## src/rtl/alu_seq.sv

```systemverilog
// Multi-cycle ALU: start/done handshake, registered result and flags, iterative SHL.
// Define ALU_MUL_EN to build the shift-add multiplier for opcode 7.
module alu_seq #(
  parameter int WIDTH = 8
) (
  input  logic             clk,
  input  logic             rst,
  input  logic             start,
  input  logic [WIDTH-1:0] inA,
  input  logic [WIDTH-1:0] inB,
  input  logic [2:0]       ALU_OP,
  output logic [WIDTH-1:0] result,
  output logic             SKZ_cmp,
  output logic             carry,
  output logic             busy,
  output logic             done
);

  localparam int SHW = $clog2(WIDTH);
  localparam int CW  = SHW + 1;
`ifdef ALU_MUL_EN
  localparam int MW  = 2 * WIDTH;
`else
  localparam int MW  = WIDTH;
`endif

  localparam logic [2:0] OP_PASSA = 3'd0;
  localparam logic [2:0] OP_ADD   = 3'd1;
  localparam logic [2:0] OP_SUB   = 3'd2;
  localparam logic [2:0] OP_AND   = 3'd3;
  localparam logic [2:0] OP_XOR   = 3'd4;
  localparam logic [2:0] OP_PASSB = 3'd5;
  localparam logic [2:0] OP_SHL   = 3'd6;
  localparam logic [2:0] OP_MUL   = 3'd7;

  typedef enum logic {IDLE, RUN} state_e;

  state_e           state_q, state_d;
  logic [CW-1:0]    cnt_q, cnt_d;
  logic [MW-1:0]    mc_q, mc_d;
  logic [WIDTH-1:0] result_q, result_d;
  logic             zero_q, zero_d;
  logic             carry_q, carry_d;
  logic             done_q, done_d;
`ifdef ALU_MUL_EN
  logic [2*WIDTH-1:0] acc_q, acc_d, acc_nx;
  logic [WIDTH-1:0]   mb_q, mb_d;
  logic               mul_q, mul_d;
`endif

  logic [WIDTH:0]   sum, dif;
  logic [SHW-1:0]   n;
  logic [WIDTH-1:0] res_c, step_res;
  logic             car_c, step_car;

  assign sum = {1'b0, inA} + {1'b0, inB};
  assign dif = {1'b0, inA} - {1'b0, inB};
  assign n   = inB[SHW-1:0];

  always_comb begin
    res_c = '0;
    car_c = 1'b0;
    unique case (ALU_OP)
      OP_PASSA: res_c = inA;
      OP_ADD:   {car_c, res_c} = sum;
      OP_SUB:   {car_c, res_c} = dif;
      OP_AND:   res_c = inA & inB;
      OP_XOR:   res_c = inA ^ inB;
      OP_PASSB: res_c = inB;
      OP_SHL:   res_c = inA;
      OP_MUL:   res_c = '0;
      default:  res_c = '0;
    endcase
  end

  always_comb begin
    state_d  = state_q;
    cnt_d    = cnt_q;
    mc_d     = mc_q;
    result_d = result_q;
    zero_d   = zero_q;
    carry_d  = carry_q;
    done_d   = 1'b0;
    step_res = '0;
    step_car = 1'b0;
`ifdef ALU_MUL_EN
    acc_d  = acc_q;
    mb_d   = mb_q;
    mul_d  = mul_q;
    acc_nx = acc_q;
`endif
    unique case (state_q)
      IDLE: begin
        if (start) begin
          if (ALU_OP == OP_SHL && n != '0) begin
            state_d = RUN;
            mc_d    = MW'(inA);
            cnt_d   = {1'b0, n};
`ifdef ALU_MUL_EN
            mul_d   = 1'b0;
          end else if (ALU_OP == OP_MUL) begin
            state_d = RUN;
            mc_d    = MW'(inA);
            mb_d    = inB;
            acc_d   = '0;
            cnt_d   = CW'(WIDTH);
            mul_d   = 1'b1;
`endif
          end else begin
            result_d = res_c;
            carry_d  = car_c;
            zero_d   = (res_c == '0);
            done_d   = 1'b1;
          end
        end
      end
      RUN: begin
        cnt_d = cnt_q - 1'b1;
        mc_d  = mc_q << 1;
`ifdef ALU_MUL_EN
        if (mul_q) begin
          acc_nx   = acc_q + (mb_q[0] ? mc_q : '0);
          acc_d    = acc_nx;
          mb_d     = mb_q >> 1;
          step_res = acc_nx[WIDTH-1:0];
          step_car = |acc_nx[2*WIDTH-1:WIDTH];
        end else
`endif
        begin
          // carry is the bit leaving position WIDTH-1 on this step
          step_res = mc_d[WIDTH-1:0];
          step_car = mc_q[WIDTH-1];
        end
        if (cnt_q == CW'(1)) begin
          state_d  = IDLE;
          result_d = step_res;
          carry_d  = step_car;
          zero_d   = (step_res == '0);
          done_d   = 1'b1;
        end
      end
      default: state_d = IDLE;
    endcase
  end

  always_ff @(posedge clk or posedge rst) begin
    if (rst) begin
      state_q  <= IDLE;
      cnt_q    <= '0;
      mc_q     <= '0;
      result_q <= '0;
      zero_q   <= 1'b1;
      carry_q  <= 1'b0;
      done_q   <= 1'b0;
`ifdef ALU_MUL_EN
      acc_q    <= '0;
      mb_q     <= '0;
      mul_q    <= 1'b0;
`endif
    end else begin
      state_q  <= state_d;
      cnt_q    <= cnt_d;
      mc_q     <= mc_d;
      result_q <= result_d;
      zero_q   <= zero_d;
      carry_q  <= carry_d;
      done_q   <= done_d;
`ifdef ALU_MUL_EN
      acc_q    <= acc_d;
      mb_q     <= mb_d;
      mul_q    <= mul_d;
`endif
    end
  end

  assign result  = result_q;
  assign SKZ_cmp = zero_q;
  assign carry   = carry_q;
  assign busy    = (state_q == RUN);
  assign done    = done_q;

endmodule

```

## config.mk

```make
export PLATFORM = sky130hd
export DESIGN_NAME = alu_seq
export DESIGN_NICKNAME = d
export VERILOG_FILES = /design/src/rtl/alu_seq.sv
export SDC_FILE = /design/constraint.sdc
export NUM_CORES = 1
export LEC_CHECK = 0
export CORE_MARGIN = 2
export CORE_UTILIZATION = 50
export CTS_CLUSTER_DIAMETER = 40
export DETAILED_ROUTE_END_ITERATION = 7
export PLACE_DENSITY = 0.8
export RECOVER_POWER = 25
export SLEW_MARGIN = 0
export SYNTH_ARGS = -nofsm -noshare
export SYNTH_HDL_FRONTEND = slang
export SYNTH_SLANG_ARGS = --single-unit
export TNS_END_PERCENT = 20
```

## constraint.sdc

```tcl
create_clock -name clk -period 2.7 [get_ports clk]
set_clock_uncertainty 0.1 [all_clocks]
set_input_delay 0.675 -clock clk [delete_from_list [all_inputs] [get_ports clk]]
set_output_delay 0.675 -clock clk [all_outputs]
set_load 0.01 [all_outputs]
```

==> reports/results.txt <==
Inserted Diodes -> 0
grt ovf -> 0
# nets final -> 451
Routability Congestion -> 0.936
Die Y -> 72.2 um
Main synth FF type -> dfrtp_1
final number of setup-violating endpoints -> 3
DR DRC count -> 0
largest area contributor in the netlist -> dfrtp_1
Root Buffer -> clkbuf_8
Leak -> 1.72 nW
Final Instance Area -> 0.00366 mm2
fillers -> 253
startpoint types -> primary input
layout cell share with drive strength beyond 1 -> 0.404
Tot GR Track Use -> 0.307
buffer depth of the longest clock path -> 2
slew margin rel. -> 0.130
area fraction of the dominant cell type after synthesis -> 0.248
global-route wire length before repair -> 12,500 um
Clock Latency Late Sink -> 280 ps
H-tree Lvls -> 1
clock buffer count from CTS -> 3
num rows -> 24
reg-to-reg startpoint -> busy
largest net degree at the start of global routing -> 25
wire length per cell -> 20.8 um
via count -> 2,966
CP Cell Sequence -> dlygate4sd2_1 > buf_4 > ha_2 > nand4b_1 > o31ai_4 > a2111oi_4 > a2111oi_4 > a211o_1 > o41ai_2
Clk network pwr share -> 0.102
vias in the first global route -> 2,756
most frequent cells in the layout -> buf_4, nand2_1, nor2_1
CP Capture Type -> flip-flop
Power Dens Cells -> 612 mW/mm2
WP data required -> 2780 ps
clock sink total -> 24
Worst Path Arrival -> 2860 ps
DRT Pass-1 Iters -> 5
post-route ant nets -> 0
IO Port Bufs -> 33
internal power -> 0.00129 W
hold_buf cts -> 0
CP dominant cell by count -> a2111oi_4
hold crit path type -> reg2reg
Post-Synthesis Cells -> 284
most common cell after layout, fill and taps aside -> buf_4
Flop pwr share -> 0.303
synth-to-layout area growth -> 57.4%
RSZ-0062 raised after global routing -> true
CTS tree -> yes
Peak supply drop -> 0.604 mV
Core Util, Final -> 0.829
Max Cap Viol -> 0
Starting Density -> 0.527
f_max -> 359 MHz
Synthesized Nets -> 326
number of enable flip-flop cells after synthesis -> 0
final worst-path cycle share -> 1.03
DRT iter0 DRCs -> 373
initial antenna violation count -> 0
violated checks -> negative setup slack
Net Sw Power -> 0.000947 W
Seq cells post-synth -> 24
Hold Fails Final Rpt -> 0
Core ar. -> 0.00441 mm2
async set or reset register ratio after synthesis -> 1.00
count of cell types in the netlist -> 66
total die area -> 0.00521 mm2
critical path class -> in2reg
IO Pins -> 34
Die Wd -> 72.2 um
CP Launch Point -> inB[5]
outcome -> complete, but fails checks
dpl hpwl -> 5660 um
vias per cell -> 6.45
worst r2r path cells -> 7
Critical Path Max Stage Delay -> 490 ps
Mean Syn Cell Area -> 8.19 um2
register area share after synthesis -> 0.259
worst slew pin tran -> 1300 ps
setup slack after layout -> -84.1 ps
ranking of synthesized cells by area -> dfrtp_1, ha_1, a21oi_1, nand2_1, nor2_1
area of the mapped netlist -> 0.00232 mm2
HP Start -> result[7]
clk slew on worst S/H paths -> 80 ps
Setup WS pre-CTS -> -702 ps
crit-path max FO -> 2
WHS Path Cells -> 2
Reg2Reg Setup Slack -> 530 ps
Synth Warn # -> 0
Slew Limit Fails -> 0
Final min period -> 2780 ps
combinational power share -> 0.595
Sw Ratio -> 0.423
Post-Route WL -> 9560 um
Placed Area -> 0.00327 mm2
highest-delay cell along the critical path -> a2111oi_4
## cells by family after synthesis
kind of cell,Yosys count,share of synthesized area
buf+inv,36,0.0716
fa+ha+maj,20,0.114
simple gates,95,0.214
flops,24,0.259
mux,5,0.0215
xor+xnor,7,0.0264
compound gates,97,0.294
## layout make-up
cell class | count | area (um2) | area share
clock buffer | 4 | 45.0 | 0.0123
inverter | 24 | 90.1 | 0.0246
multi-input combinational | 224 | 1800 | 0.491
sequential | 24 | 602 | 0.165
tap | 52 | 65.1 | 0.0178
timing repair buffer | 132 | 1060 | 0.289
## cell usage after synthesis (all sizes together) (2+ instances only)
library cell	number
o22ai	7
inv	23
nor2	26
mux2i	5
xnor2	4
a21oi	24
a22o	2
a211oi	6
a21boi	3
xor2	3
nand3	2
o21ai	19
nand2	27
nand2b	12
fa	2
a2111oi	3
clkbuf	4
nor2b	9
and3	3
nand3b	2
o31ai	5
ha	18
a221oi	2
nor3	5
o21a	3
o21bai	2
buf	8
o211ai	4
o221ai	2
dfrtp	23
## routing by layer
metal | up-vias | track usage | part of all wire
li1 | 1276 | - | -
met1 | 1394 | 0.364 | 0.37
met2 | 235 | 0.550 | 0.49
met5 | - | 0 | 0
met3 | 61 | 0.0486 | 0.085
met4 | 0 | 0.126 | 0.055
## registers in the layout, summed over array words and instances, names as in the netlist
| register | cells |
|---|---|
| cnt_q | 4 |
| result | 8 |
| done | 1 |
| SKZ_cmp | 1 |
| busy | 1 |
| mc_q | 8 |
| carry | 1 |
## metrics by stage
| stage | hold WS, ps | total power, W | TNS (ps) | std cells |
|---|---|---|---|---|
| 2_1_floorplan | 367 | 0.00126 | 0 | 284 |
| 3_3_place_gp | 362 | 0.00175 | -4280 | 440 |
| 3_5_place_dp | 366 | 0.00180 | -4780 | 440 |
| 4_1_cts | 393 | 0.00208 | -19.8 | 450 |
| 5_1_grt | 422 | 0.00236 | -407 | 460 |
| 6_report | 384 | 0.00224 | -200 | 460 |
## repair_timing
action,CTS,global route
resized for setup,46,52
pin swaps,19,16
setup endpoints to repair,7,7
setup buffers,6,11
## final timing paths
| kind | endpoint |
|---|---|
| setup / recovery | SKZ_cmp |
| hold / removal | result[7] |
| setup reg to reg | SKZ_cmp |
| hold reg to reg | result[7] |
| max in group asynchronous | result[4] |
| min in group asynchronous | mc_q[1] |
## critical path, delay by kind of cell
kind	cells	cell delay, ps
AOI/OAI and AO/OA	5	1460
buffers and inverters	2	410
adders and majority gates	1	170
and+or+nand+nor	1	140
## power groups by stage
stage / sequential [W] / clock [W] / combinational (W)
2_1_floorplan: 0.000654 / 0 / 0.000608
3_3_place_gp: 0.000651 / 0 / 0.00110
3_5_place_dp: 0.000659 / 0 / 0.00114
4_1_cts: 0.000656 / 0.000226 / 0.00120
5_1_grt: 0.000688 / 0.000241 / 0.00143
6_report: 0.000677 / 0.000229 / 0.00133
(Power assumes the default switching activity.)
